===== config.mk =====
export PLATFORM = sky130hd
export DESIGN_NAME = midi_voice_ctrl
export DESIGN_NICKNAME = d
export VERILOG_FILES = /design/src/rtl/midi_pkg.sv /design/src/rtl/midi_voice_ctrl.sv
export SDC_FILE = /design/constraint.sdc
export NUM_CORES = 1
export LEC_CHECK = 0
export ABC_AREA = 1
export BUFFER_PORTS_ARGS = -buffer_cell sky130_fd_sc_hd__buf_2
export CAP_MARGIN = 30
export CORE_UTILIZATION = 54
export CTS_CLUSTER_SIZE = 25
export DETAILED_ROUTE_END_ITERATION = 8
export PLACE_DENSITY = 0.78
export SETUP_SLACK_MARGIN = 0.2
export SLEW_MARGIN = 20
export SYNTH_ARGS = -nofsm -noshare
export SYNTH_HDL_FRONTEND = slang
export SYNTH_SLANG_ARGS = --single-unit

===== constraint.sdc =====
create_clock -name clk -period 1.6 [get_ports clk]
set_input_delay 0.32 -clock clk [delete_from_list [all_inputs] [get_ports clk]]
set_output_delay 0.32 -clock clk [all_outputs]
set_load 0.005 [all_outputs]

===== src/rtl/midi_pkg.sv =====
// Shared MIDI definitions: status nibbles, byte-class thresholds and the
// encoding of the voice parser state.
package midi_pkg;

    localparam logic [3:0] NOTE_OFF = 4'h8;
    localparam logic [3:0] NOTE_ON  = 4'h9;

    localparam logic [7:0] REALTIME_MIN = 8'hF8;
    localparam logic [7:0] SYSCOM_MIN   = 8'hF0;

    typedef logic [1:0] state_t;

    localparam state_t ST_IDLE = 2'd0;
    localparam state_t ST_KEY  = 2'd1;
    localparam state_t ST_VEL  = 2'd2;

    localparam logic [6:0] RESET_NOTE = 7'd60;

endpackage : midi_pkg


===== src/rtl/midi_voice_ctrl.sv =====
// Monophonic MIDI voice controller: parses note-on/note-off messages (with
// running status) on one channel and drives note/velocity/gate/trig.
module midi_voice_ctrl
    import midi_pkg::*;
#(
    parameter int CHANNEL = 0,
    parameter int OMNI    = 0
) (
    input  logic       clk,
    input  logic       rst,
    input  logic [7:0] rx_data,
    input  logic       rx_valid,
    output logic [6:0] note,
    output logic [6:0] velocity,
    output logic       gate,
    output logic       trig
);

    state_t     state_q, state_d;
    logic       rs_valid_q, rs_valid_d;
    logic       rs_on_q, rs_on_d;
    logic [6:0] key_q, key_d;
    logic [6:0] note_q, note_d;
    logic [6:0] vel_q, vel_d;
    logic       gate_q, gate_d;
    logic       trig_q, trig_d;

    logic       chan_match;
    logic       is_note_status;

    assign chan_match     = (OMNI != 0) || (rx_data[3:0] == 4'(CHANNEL));
    assign is_note_status = (rx_data[7:4] == NOTE_OFF) || (rx_data[7:4] == NOTE_ON);

    always_comb begin
        state_d    = state_q;
        rs_valid_d = rs_valid_q;
        rs_on_d    = rs_on_q;
        key_d      = key_q;
        note_d     = note_q;
        vel_d      = vel_q;
        gate_d     = gate_q;
        trig_d     = 1'b0;

        // Realtime bytes fall through untouched so they may interleave anywhere.
        if (rx_valid && (rx_data < REALTIME_MIN)) begin
            if (rx_data[7]) begin
                if ((rx_data < SYSCOM_MIN) && is_note_status && chan_match) begin
                    rs_valid_d = 1'b1;
                    rs_on_d    = (rx_data[7:4] == NOTE_ON);
                    state_d    = ST_KEY;
                end else begin
                    rs_valid_d = 1'b0;
                    state_d    = ST_IDLE;
                end
            end else begin
                case (state_q)
                    ST_IDLE: begin
                        if (rs_valid_q) begin
                            key_d   = rx_data[6:0];
                            state_d = ST_VEL;
                        end
                    end
                    ST_KEY: begin
                        key_d   = rx_data[6:0];
                        state_d = ST_VEL;
                    end
                    ST_VEL: begin
                        state_d = ST_KEY;
                        if (rs_on_q && (rx_data[6:0] != 7'd0)) begin
                            note_d = key_q;
                            vel_d  = rx_data[6:0];
                            gate_d = 1'b1;
                            trig_d = 1'b1;
                        end else if (gate_q && (key_q == note_q)) begin
                            // Release keeps note and velocity for the envelope tail.
                            gate_d = 1'b0;
                        end
                    end
                    default: state_d = ST_IDLE;
                endcase
            end
        end
    end

    always_ff @(posedge clk) begin
        if (rst) begin
            state_q    <= ST_IDLE;
            rs_valid_q <= 1'b0;
            rs_on_q    <= 1'b0;
            key_q      <= 7'd0;
            note_q     <= RESET_NOTE;
            vel_q      <= 7'd0;
            gate_q     <= 1'b0;
            trig_q     <= 1'b0;
        end else begin
            state_q    <= state_d;
            rs_valid_q <= rs_valid_d;
            rs_on_q    <= rs_on_d;
            key_q      <= key_d;
            note_q     <= note_d;
            vel_q      <= vel_d;
            gate_q     <= gate_d;
            trig_q     <= trig_d;
        end
    end

    assign note     = note_q;
    assign velocity = vel_q;
    assign gate     = gate_q;
    assign trig     = trig_q;

endmodule : midi_voice_ctrl


==> results.md <==
* Cells along the critical path: inv_1, nor2_4, inv_1, nor2_2, buf_4, nand3_1, nand2_1, nor2_1
* Routed WL at approximately 2900 um
* Via density at ~4.6
* Met3 Usage GRT at 0.02609
* Crit Path Max Fanout at 10
* Per-cell routed wire length at ~10 um
* GRT Util Overall at 0.2263
* Die Height at 52.69 um
* Postcts setup bufs at 0
* Routed vias at 1,299
* Clock Tree Buf Depth at 2
* Sinks on Clock Net at 27
* Area Growth Syn to Fin at 14.79%
* CTS tree: done
* Xor/xnor cell area share of the yosys netlist at 0
* Die W at 52.69 um
* Met1 Use GR at 0.2905
* YS warnings at 0
* Setup CP Type: register to register
* Final setup skew at 8.476 ps
* HPWL after DPL at 2166 um
* Share of cells above drive strength 1 at 0.1800
* Die area at 2776 um2
* Core area at around 2500 um2
* Fin crit share at 0.7646
* Io pins at 27
* Most Frequent Cell on Critical Path: inv_1
* Max VDD drop at 0.0005806 V
* CTS Buf Count at 3
* Slowest-stage cell, CP: dfxtp_2
* Post-Layout Cell Count at 280
* Slew headroom at 0.7880
* Proportion of synthesized area in mux cells at 0
* Routability cong. at 0.8687
* Adder-Cell Fraction of Synth Area at 0
* ANT cells at 0
* CP arrival at 1450 ps
* Cells after Synth at roughly 220
* HP Class: input port to register
* Clock latency on the worst-skew pair at 320 ps
* Minimum hold slack at 196.4 ps
* Slew @ Worst Pin at 317.6 ps
* Crit end category: register
* Sequential share of the synthesized area at 0.3895
* Syn avg cell area at approximately 6.3 um2
* M2 GR Usage at 0.3755
* Cells on worst reg2reg path at 8
* Clk Tree Root Cell: clkbuf_4
* FP Rows at 18
* Global-route wire length before repair at 4533 um
* Post-synthesis cell area at roughly 1400 um2
* # nets final at around 260
* Post-Route Utilization at 0.6488
* Yosys cell types at 20
* Main combinational cell family by area after synthesis: simple AND/OR/NAND/NOR gates
* FMAX at 0.8174 GHz
* CP peak stage delay at ~370 ps
* Worst EP required at 1830 ps
* Worst-path clk slew at between 100 and 150 ps
* Leakage at 0.0008710 uW
* Run status: completed
* CTS H-Tree Depth at 1
* Power per cell area at 691.6 nW/um2
* IO buf count at 26
* Startpoint types: register
* Largest net degree at the start of global routing at 18
* DR pass1 iterations at 6
* Final setup violation count at 0
* Synth Area in Compound Gates at 0.03968
* Placed insts at 276
* GR peak layer: met2
* Initial antenna violation count at 0
* Synth Register Bits at 27
* DRT iter0 DRCs at 19
* Final ANT Viol Nets at 0
* Syn nets at ~230
* Pins Over Slew Limit at 0
* Total gr overflow at 0
* Vias in the first global route at 1,099
* DR DRC count at 0
* Max cap viols at 0
* Setup TNS at 0 ps
* Final hold viol count at 0
* Synth Area in Simple Gates at 0.4355
* Initial Utilization at 0.5652
* Hold Path Stages at 2
* Fin crit period at around 1200 ps
* RSZ-0062 raised after global routing: no
-- kinds of logic (layout without fill, tap and decap cells) --
group | count (synthesis) | after routing
simple gates | 144 | 144
buf+inv | 43 | 72
flops | 27 | 27
compound gates | 7 | 7
-- final timing paths --
kind | startpoint | endpoint | slack, ps
min | rst | state_q[1] | 200
min reg2reg | state_q[1] | state_q[1] | 490
max | state_q[1] | velocity[3] | 380
max reg2reg | state_q[1] | velocity[3] | 380
-- what timing repair did --
| action | CTS | global route |
|---|---|---|
| endpoints found under the setup margin | 0 | 7 |
| endpoints found under the hold margin | 0 | 0 |
| gates resized for setup | 0 | 2 |
| hold buffers | 0 | 0 |
-- final cells by class --
| cell class | instances | area (um2) |
|---|---|---|
| tap | 30 | 37.54 |
| clock buffer | 4 | 26.28 |
| inverter | 37 | 138.9 |
| timing repair buffer | 31 | 180.2 |
| multi-input combinational | 151 | 668.1 |
| sequential | 27 | 541.8 |
| fill | 249 | 862.1 |
-- Yosys cell counts (all sizes together) --
master  count  area [um2]
a21oi       4       20.02
nand3      20       105.1
dfxtp      27       540.5
nand4       2       18.77
nor2       52       215.2
buf         5       45.04
o21bai      2       30.03
o21ai       1       5.000
nand2      70       265.3
inv        37       138.9
clkbuf      1       3.750
-- where the power goes --
part / total, uW / leakage [uW] / switching (uW) / internal, uW
Clock: 291 / 0.0000150 / 193 / 97.5
Sequential: 690 / 0.000219 / 6.87 / 683
Combinational: 121 / 0.000637 / 78.8 / 42.6
Total: 1100 / 0.000871 / 279 / 823
-- worst max-delay path, delay by kind of cell (launching register included) --
family        cells  cell delay [ps]
simple gates      5              430
flops             1              370
buf+inv           3              320
-- layer usage --
layer / vias to the layer above / wire length [um] / part of all wire
met2: 23 / 1335 / 0.46
met1: 564 / 1423 / 0.49
met5: - / 0 / 0
met3: 2 / 104 / 0.036
li1: 710 / - / -
met4: 0 / 19 / 0.0066
-- cells in the final DEF, fill, tap and decap left out --
cell type,netlist,final
o21bai_4,1,1
inv_2,1,1
nand4_4,0,1
nor2_2,2,2
nor2_4,2,2
buf_12,0,1
clkbuf_4,0,3
o21bai_2,1,1
buf_4,1,4
nand2_2,1,1
nor2_1,48,48
nand3_2,1,1
dfxtp_1,27,26
o21ai_0,1,1
inv_1,36,36
a21oi_1,4,4
nand3_1,19,19
dfxtp_2,0,1
buf_2,0,26
nand2_1,69,69
clkbuf_1,1,1
nand4_1,1,1
-- through the flow --
stage               area, um2  total power (uW)  worst slack, ps
floorplan                1388             778.3            484.9
global placement         1556             821.1            234.0
detailed placement       1556             821.9            217.4
CTS                      1583              1106            292.0
global route             1593              1156            233.7
finish                   1593              1102            376.6
-- flip-flops by register name, summed over array words and instances, names as in the netlist --
name / flops
trig: 1
key_q: 7
velocity: 7
rs_on_q: 1
rs_valid_q: 1
note: 7
state_q: 2
gate: 1
Note: power is estimated with default switching activity, not from simulation.
